**src/rtl/uart_pkg.sv**
```systemverilog
// uart_pkg
//   Shared definitions for the UART receive path (and the future transmit path):
//   frame width, default bit period, and the receiver FSM state encoding.
//   No ports; imported by uart_bit_timer and uart_rx_frontend.
package uart_pkg;

  // One start bit, DATA_BITS data bits LSB first, one stop bit.
  localparam int DATA_BITS = 8;

  // 100 MHz system clock at 9600 baud.
  localparam int DEFAULT_CLKS_PER_BIT = 10417;

  // Receiver FSM state encoding.
  typedef logic [2:0] uart_state_t;

  localparam uart_state_t ST_IDLE  = 3'd0;
  localparam uart_state_t ST_START = 3'd1;
  localparam uart_state_t ST_DATA  = 3'd2;
  localparam uart_state_t ST_STOP  = 3'd3;
  localparam uart_state_t ST_BREAK = 3'd4;

endpackage

```
**src/rtl/uart_bit_timer.sv**
```systemverilog
// uart_bit_timer
//   Baud counter for the UART receiver. Counts sysclk cycles from a clear and
//   raises tick while the count equals the selected terminal value: half a bit
//   period (half_sel=1) or a full bit period (half_sel=0).
// Ports
//   clk       in   system clock, rising edge
//   reset     in   synchronous active-high reset
//   clear     in   force the count back to zero on the next edge
//   half_sel  in   1 = half-bit terminal count, 0 = full-bit terminal count
//   tick      out  count has reached the selected terminal value
module uart_bit_timer
  import uart_pkg::*;
#(
  parameter int CLKS_PER_BIT = DEFAULT_CLKS_PER_BIT
) (
  input  logic clk,
  input  logic reset,
  input  logic clear,
  input  logic half_sel,
  output logic tick
);

  localparam int CNT_W = $clog2(CLKS_PER_BIT);

  localparam logic [CNT_W-1:0] HALF_TERM = CNT_W'(CLKS_PER_BIT / 2 - 1);
  localparam logic [CNT_W-1:0] FULL_TERM = CNT_W'(CLKS_PER_BIT - 1);

  logic [CNT_W-1:0] count;
  logic [CNT_W-1:0] term;

  assign term = half_sel ? HALF_TERM : FULL_TERM;
  assign tick = (count == term);

  // The count holds at its terminal value until cleared, so it never wraps
  // by overflow; the FSM clears it on every tick it acts on.
  always_ff @(posedge clk) begin
    if (reset || clear) begin
      count <= '0;
    end else if (!tick) begin
      count <= count + CNT_W'(1);
    end
  end

endmodule

```
**src/rtl/uart_rx_frontend.sv**
```systemverilog
// uart_rx_frontend
//   8N1 UART receiver: synchronises the asynchronous RX pin, recovers each byte
//   by mid-bit sampling and presents it in a one-byte holding register with a
//   valid/ack handshake, sticky overrun and a one-cycle framing-error pulse.
// Ports
//   sysclk     in   system clock, rising edge
//   reset      in   synchronous active-high reset
//   UART_RX    in   asynchronous serial input, idle high
//   rx_data    out  last accepted byte
//   rx_valid   out  rx_data holds an unread byte
//   rx_ack     in   consumer has read rx_data (ignored while rx_valid=0)
//   overrun    out  sticky: a completed byte was dropped while rx_valid=1
//   frame_err  out  one-cycle pulse: stop bit sampled low
//   busy       out  receiver is not idle
module uart_rx_frontend
  import uart_pkg::*;
#(
  parameter int CLKS_PER_BIT = DEFAULT_CLKS_PER_BIT,
  parameter int SYNC_STAGES  = 2
) (
  input  logic                 sysclk,
  input  logic                 reset,
  input  logic                 UART_RX,
  output logic [DATA_BITS-1:0] rx_data,
  output logic                 rx_valid,
  input  logic                 rx_ack,
  output logic                 overrun,
  output logic                 frame_err,
  output logic                 busy
);

  localparam int BIT_W = $clog2(DATA_BITS);
  localparam logic [BIT_W-1:0] LAST_BIT = BIT_W'(DATA_BITS - 1);

  logic [SYNC_STAGES-1:0] sync_q;
  logic                   rxs;
  uart_state_t            state;
  uart_state_t            next_state;
  logic                   tick;
  logic                   timer_clear;
  logic                   half_sel;
  logic                   sample_bit;
  logic                   stop_good;
  logic                   stop_bad;
  logic [BIT_W-1:0]       bit_cnt;
  logic [DATA_BITS-1:0]   shift;

  // Synchroniser resets to the idle (high) level so a reset never looks like
  // a start bit.
  always_ff @(posedge sysclk) begin
    if (reset) begin
      sync_q <= '1;
    end else begin
      sync_q <= {sync_q[SYNC_STAGES-2:0], UART_RX};
    end
  end

  assign rxs = sync_q[SYNC_STAGES-1];

  uart_bit_timer #(
    .CLKS_PER_BIT(CLKS_PER_BIT)
  ) u_bit_timer (
    .clk      (sysclk),
    .reset    (reset),
    .clear    (timer_clear),
    .half_sel (half_sel),
    .tick     (tick)
  );

  // FSM state register.
  always_ff @(posedge sysclk) begin
    if (reset) begin
      state <= ST_IDLE;
    end else begin
      state <= next_state;
    end
  end

  // FSM next-state logic. BREAK waits for the line to return high so a
  // held-low line cannot start a new frame.
  always_comb begin
    next_state = state;
    case (state)
      ST_IDLE:  if (!rxs) next_state = ST_START;
      ST_START: if (tick) next_state = rxs ? ST_IDLE : ST_DATA;
      ST_DATA:  if (tick && (bit_cnt == LAST_BIT)) next_state = ST_STOP;
      ST_STOP:  if (tick) next_state = rxs ? ST_IDLE : ST_BREAK;
      ST_BREAK: if (rxs) next_state = ST_IDLE;
      default:  next_state = ST_IDLE;
    endcase
  end

  // FSM outputs. The timer is held clear while no bit is being timed and is
  // restarted on every tick, so each sample point is measured from the last.
  always_comb begin
    busy        = (state != ST_IDLE);
    half_sel    = (state == ST_START);
    timer_clear = (state == ST_IDLE) || (state == ST_BREAK) || tick;
    sample_bit  = (state == ST_DATA) && tick;
    stop_good   = (state == ST_STOP) && tick && rxs;
    stop_bad    = (state == ST_STOP) && tick && !rxs;
  end

  // Shift register and bit index; the index is zeroed whenever the FSM is
  // outside DATA so every frame starts at bit 0.
  always_ff @(posedge sysclk) begin
    if (reset) begin
      bit_cnt <= '0;
      shift   <= '0;
    end else if (state != ST_DATA) begin
      bit_cnt <= '0;
    end else if (sample_bit) begin
      shift[bit_cnt] <= rxs;
      if (bit_cnt != LAST_BIT) begin
        bit_cnt <= bit_cnt + BIT_W'(1);
      end
    end
  end

  // Holding register. A delivery that coincides with rx_ack replaces the
  // unread byte instead of overrunning it.
  always_ff @(posedge sysclk) begin
    if (reset) begin
      rx_data   <= '0;
      rx_valid  <= 1'b0;
      overrun   <= 1'b0;
      frame_err <= 1'b0;
    end else begin
      frame_err <= stop_bad;
      if (rx_ack && rx_valid) begin
        overrun <= 1'b0;
      end
      if (stop_good) begin
        if (!rx_valid || rx_ack) begin
          rx_data  <= shift;
          rx_valid <= 1'b1;
        end else begin
          overrun <= 1'b1;
        end
      end else if (rx_ack && rx_valid) begin
        rx_valid <= 1'b0;
      end
    end
  end

endmodule

```
**config.mk**
```make
export PLATFORM = sky130hd
export DESIGN_NAME = uart_rx_frontend
export DESIGN_NICKNAME = d
export VERILOG_FILES = /design/src/rtl/uart_pkg.sv /design/src/rtl/uart_bit_timer.sv /design/src/rtl/uart_rx_frontend.sv
export SDC_FILE = /design/constraint.sdc
export NUM_CORES = 1
export LEC_CHECK = 0
export ABC_AREA = 1
export BUFFER_PORTS_ARGS = -buffer_cell sky130_fd_sc_hd__buf_2
export CAP_MARGIN = 20
export CORE_MARGIN = 5
export CORE_UTILIZATION = 46
export CTS_CLUSTER_DIAMETER = 120
export DETAILED_ROUTE_END_ITERATION = 8
export PLACE_DENSITY = 0.66
export RECOVER_POWER = 50
export SLEW_MARGIN = 5
export SYNTH_ARGS = -nofsm -noshare
export SYNTH_HDL_FRONTEND = slang
export SYNTH_HIERARCHICAL = 1
export SYNTH_SLANG_ARGS = --single-unit
```
**constraint.sdc**
```tcl
create_clock -name sysclk -period 2.4 [get_ports sysclk]
set_input_delay 0.36 -clock sysclk [delete_from_list [all_inputs] [get_ports sysclk]]
set_output_delay 0.36 -clock sysclk [all_outputs]
set_load 0.01 [all_outputs]
```
# Word-level counts from Yosys, hierarchy flattened
# Cells that the tools add are included.
dict set report word_totals {
  reg_bits 41
  input_bits 4
  out_inout_bits 12
  word_cells 68
}
dict set report classes {
  addsub 2
  order_cmp 2
  eq_ne 14
  n_mux 18
  n_bitwise 1
  reduce_logical 22
}
# cell count
set op_table {}
lappend op_table {{2-to-1 mux 3 bit} 6}
lappend op_table {{one-hot mux 3 bit (5 select lines)} 1}
lappend op_table {{adder 14 x 1 -> 14 bit (second input constant)} 1}
lappend op_table {{== test 14 bit} 1}
lappend op_table {{2-to-1 mux 14 bit} 1}
lappend op_table {{inequality test 2 bit (second input constant)} 5}
lappend op_table {{bitwise mux 8 bit} 1}
lappend op_table {{AND reduction 2 bit} 4}
lappend op_table {{logical AND 1 bit} 7}
lappend op_table {{2-to-1 mux 1 bit} 7}
lappend op_table {{== test 3 x 2 -> 1 bit (second input constant)} 2}
lappend op_table {{== test 3 bit (second input constant)} 2}
lappend op_table {{AND reduction 5 bit} 1}
lappend op_table {{logical OR 1 bit} 4}
lappend op_table {{less-than comparator 3 x 4 -> 1 bit (second input constant)} 1}
lappend op_table {{adder 3 x 1 -> 3 bit (second input constant)} 1}
lappend op_table {{demux 1 bit (select 3 bit)} 1}
lappend op_table {{== test 3 x 1 -> 1 bit (second input constant)} 1}
lappend op_table {{>= comparator 3 x 1 -> 1 bit (second input constant)} 1}
lappend op_table {{logical NOT 3 bit} 1}
lappend op_table {{inequality test 3 x 2 -> 1 bit (second input constant)} 1}
lappend op_table {{inequality test 3 bit (second input constant)} 1}
lappend op_table {{nonzero test 3 bit} 1}
lappend op_table {{logical NOT 1 bit} 2}
lappend op_table {{other kinds (5)} 5}

# Logic depth before layout (Yosys ltp)
dict set report depth {
  ltp_word 7
  depth_mapped 16
}

# Hierarchy
# The synthesis kept the hierarchy.
# module instances cells_each area_per_inst_um2
set modules_own_cells {}
lappend modules_own_cells {uart_rx_frontend 1 164 1171.1}
lappend modules_own_cells {uart_bit_timer 1 129 837.1}

# Worst setup path after synthesis
# OpenSTA, ideal clock, no wires.
dict set report synth_timing {
  path_type {reg2reg}
  start {register state[2]}
  end {register rx_data[0]}
  arrival_time_ps 2128
  t_required_ps 2268
  path_slack_ps 140
  stages_incl_launch_ff 14
  path_buffers 1
  period_less_slack_ps 2260
  cell_sequence {dfxtp_1 inv_1 nand3_1 inv_1 buf_4 o21ai_1 nand2_1 nor2_1 nor3b_1 nand2_1 nor3_4 nand2_4 nand2_1 a21oi_1}
}
dict set report synth_via {
  elab_chain_cells 6
  elab_cells_between_ends 7
}
# element line
set synth_lines {}
lappend synth_lines {{start: declaration} uart_rx_frontend.sv:37} ;# uart_state_t state;
lappend synth_lines {{start signal: assignment} uart_rx_frontend.sv:75} ;# state <= next_state;
lappend synth_lines {{== test 3 x 1 -> 1 bit} uart_rx_frontend.sv:97} ;# half_sel = (state == ST_START);
lappend synth_lines {{net half_sel} uart_rx_frontend.sv:41} ;# logic half_sel;
lappend synth_lines {{2-to-1 mux 14 bit} uart_bit_timer.sv:31} ;# assign term = half_sel ? HALF_TERM : FULL_TERM;
lappend synth_lines {{== test 14 bit} uart_bit_timer.sv:32} ;# assign tick = (count == term);
lappend synth_lines {{net tick} uart_rx_frontend.sv:39} ;# logic tick;
lappend synth_lines {{logical AND 1 bit (2 in a row)} uart_rx_frontend.sv:100} ;# stop_good = (state == ST_STOP) && tick && rxs;
lappend synth_lines {{AND reduction 2 bit (no line)} n/a}
lappend synth_lines {{end signal: assignment} uart_rx_frontend.sv:135} ;# rx_data <= shift;
lappend synth_lines {{end: declaration} uart_rx_frontend.sv:24} ;# output logic [DATA_BITS-1:0] rx_data,
# The timed path passes the listed nets, and every way through them passes these cells.
# A chain may end at the register's enable or synchronous reset.

# Worst setup path after layout
dict set report layout_timing {
  start {register state[2]}
  end {register u_bit_timer.count[4]}
}
dict set report layout_via {
  elab_chain_cells 5
  elab_cells_between_ends 8
}
# element line
set layout_lines {}
lappend layout_lines {{== test 3 x 1 -> 1 bit} uart_rx_frontend.sv:97}
lappend layout_lines {{net half_sel} uart_rx_frontend.sv:41}
lappend layout_lines {{2-to-1 mux 14 bit} uart_bit_timer.sv:31}
lappend layout_lines {{== test 14 bit} uart_bit_timer.sv:32}
lappend layout_lines {{net tick} uart_rx_frontend.sv:39}
lappend layout_lines {{logical OR 1 bit} uart_rx_frontend.sv:98} ;# timer_clear = (state == ST_IDLE) || (state == ST_BREAK) || tick;
lappend layout_lines {{net timer_clear} uart_rx_frontend.sv:40} ;# logic timer_clear;
lappend layout_lines {{logical OR 1 bit} uart_bit_timer.sv:37} ;# if (reset || clear) begin
lappend layout_lines {{end signal: assignment} uart_bit_timer.sv:40} ;# count <= count + CNT_W'(1);
lappend layout_lines {{end: declaration} uart_bit_timer.sv:28} ;# logic [CNT_W-1:0] count;
# The timed path passes the listed nets, and every way through them passes these cells.

==> results.toml <==
[detailed_routing]
wl_per_cell_um = 11.1
drc = 0
route.vias.total = 1837
vias_per_cell = 4.96
drt-total-wl_um = 4120
drt.antenna.violating_nets = 0
drtPass1Iterations = 4
drt_iter0_drc = 116

[timing]
worst_clock_skew_ns = 0.00647
post-route-period-util_pct = 91.3
tightest_slew_ns = 0.741
holdWs_ns = 0.254
rsz0062_at_grt = "false"
slew_viol_final = 0
tns_ns = 0
setup_viol = 0
clock.fmax_ghz = 0.456
hold_viol_final = 0
min_period_ns = 2.19
maxSlewHeadroom_pct = 50.6

[cts]
numCtsBuffers = 5
cts.clk_slew.worst_paths_ns = 0.08
tritoncts = "yes"
root_buffer = "clkbuf_8"
cts.path.max_buffers = 2
clk_latency_ns = 0.29
htreeDepth = 2
cts.sinks = 41

[logic_synthesis]
syn_inst = 293
synth_xor_area_share_pct = 2.62
synthDistinctLibCells = 31
synthesis.nets = 300
yosys.area_share.simple_pct = 37.3
yosysWarnings = 6
ys_seq_area_share_pct = 40.9
syn_avg_cell_area_um2 = 6.85
synthMuxAreaShare_pct = 0
synth_seq_cells = 41
synth_top_family_by_area = "simple AND/OR/NAND/NOR gates"
synth_compound_area_share_pct = 10.2
synth_fa_ha_area_share_pct = 1.87
syn-cell-area_um2 = 2010

[die]
core-area_um2 = 4290
rows = 24
die_h_um = 76.1
start_util_pct = 46.8
pin_count = 16
die_area_um2 = 5790
die_w_um = 76.1

[worst_setup_path]
r2r-end = "u_bit_timer/count[4]"
r2r_start = "state[2]"
crit_path_max_fanout = 9
crit_type = "reg -> reg"
cp-startpoint = "state[2]"
r2r_setup_slack_ns = 0.21
reg2regPathDepth = 14
cp-start-kind = "flop"
worstPathRequired_ns = 2.64
critPathArrivalTime_ns = 2.43
worstSetupEndpointType = "flop"

[finish]
regArea_um2 = 822
multi_input_area_um2 = 1050
antennaDiodeCount = 0
drive_above_1_share_pct = 11.6
area_growth_pct = 14.3
final_common_cell = "nand2_1"
layout_common_cells = "nand2_1 (58), nor2_1 (56), dfxtp_1 (40), inv_1 (28), nand3_1 (26)"
fill_cells = 434
nets = 324

[outcome]
status = "complete, no violations"

[min_path]
whs_path_depth = 2
min_to = "sync_q[0]"
hold_start = "UART_RX"
min_path_type = "in -> reg"

[placed_design]
gp_congestion = 0.833
dpl.hpwl_um = 3050
portBuffers = 15

[global_route]
grt.total_usage_pct = 14.8
grt_max_degree = 18
antenna_found_initial = 0
grt_overflow_total = 0
grt_pass1_vias = 1660
grt_pass1_wl_um = 7310

[power]
p_leak_nw = 0.864
ir_drop_mv = 0.292
power.density_nw_per_um2 = 596

[job]
max_cap_violations = 0
-- worst max-delay path by stage --
stage / endpoint / slack, ns / cells past startpoint
after floorplan: rx_data[0] / 0.14 / 13
after global placement: rx_data[7] / 0.20 / 13
after detailed placement: rx_data[2] / 0.14 / 13
after CTS: rx_data[2] / 0.11 / 13
after global routing: rx_data[6] / 0.0008 / 15
final: u_bit_timer/count[4] / 0.21 / 14
-- cell families after synthesis --
| logic type | count (synthesis) |
|---|---|
| buffers and inverters | 37 |
| AND/OR/NAND/NOR | 167 |
| flip-flops | 41 |
| AO/OA/AOI/OAI | 39 |
| XOR/XNOR | 6 |
| adder cells (fa/ha/maj) | 3 |
-- cell usage after synthesis --
master | number | area, um^2
o21ai_0 | 9 | 45.0
clkinv_1 | 1 | 3.75
nand3_1 | 27 | 135
or2_2 | 2 | 12.5
inv_1 | 28 | 105
inv_2 | 4 | 15.0
xnor2_1 | 1 | 8.76
nor3b_1 | 1 | 7.51
nand2_1 | 58 | 218
nor2_1 | 56 | 210
nor3_1 | 6 | 30.0
nand3b_1 | 1 | 7.51
dfxtp_1 | 41 | 821
ha_1 | 3 | 37.5
nor3_4 | 1 | 16.3
o21a_1 | 1 | 7.51
o21ai_1 | 6 | 30.0
a21boi_1 | 1 | 7.51
a21oi_1 | 20 | 100
nor2_2 | 4 | 25.0
nand2_4 | 1 | 11.3
buf_2 | 2 | 10.0
nor2_4 | 1 | 11.3
nand3_2 | 2 | 20.0
buf_4 | 1 | 7.51
o31ai_1 | 1 | 7.51
a31oi_1 | 1 | 6.26
clkbuf_1 | 1 | 3.75
nand4_1 | 3 | 18.8
xor2_1 | 5 | 43.8
nand2_2 | 4 | 25.0
-- sequential cells by signal, indices dropped and copies added (netlist names) --
signal / cells
rx_data: 8
rx_valid: 1
overrun: 1
sync_q: 2
frame_err: 1
shift: 8
u_bit_timer/count: 14
bit_cnt: 3
state: 3
-- repair_timing --
action,in CTS,in global routing
hold buffers,0,0
hold endpoints to repair,0,0
gates resized for setup,0,5
buffers inserted,0,1
setup endpoints to repair,0,20
-- routing by layer --
metal / routed length [um] / up-vias / GRT usage (%)
li1: - / 987 / -
met1: 2020 / 809 / 18.9
met2: 1880 / 34 / 24.1
met3: 155 / 7 / 3.43
met4: 53 / 0 / 5.59
met5: 0 / - / 0
-- per-stage QoR --
step	power [mW]	setup slack (ns)	cell area, um^2	cells	util, %
finish	1.37	0.208	2300	370	53.5
global route	1.45	0.000793	2300	370	53.5
CTS	1.39	0.108	2280	369	53.2
detailed placement	0.811	0.137	2160	361	50.4
global placement	0.812	0.195	2160	361	50.4
floorplan	0.782	0.140	2010	293	-
-- critical path, stage by stage, from the launching register on --
cell and delay [ns]:
dfxtp_2 0.35, inv_1 0.12, nand3_1 0.10, inv_1 0.14
buf_4 0.17, nand2_1 0.06, nand2_1 0.08, nor3b_2 0.04
buf_4 0.15, inv_1 0.09, o21ai_0 0.08, nor2_1 0.31
inv_2 0.17, a21oi_1 0.15, o21a_1 0.12
-- cell type report --
cell class | count | share of cell area, %
Multi-Input combinational cell | 215 | 45.8
Sequential cell | 41 | 35.8
Inverter | 33 | 5.40
Timing Repair Buffer | 21 | 4.90
Clock buffer | 6 | 3.60
Tap cell | 52 | 2.83
Clock inverter | 2 | 1.63
-- power breakdown --
group | leakage, nW | internal, mW | switching [mW]
logic | 0.476 | 0.0354 | 0.0666
registers | 0.331 | 0.687 | 0.00707
clock network | 0.0574 | 0.338 | 0.235
Power figures use the tool's default switching activity.
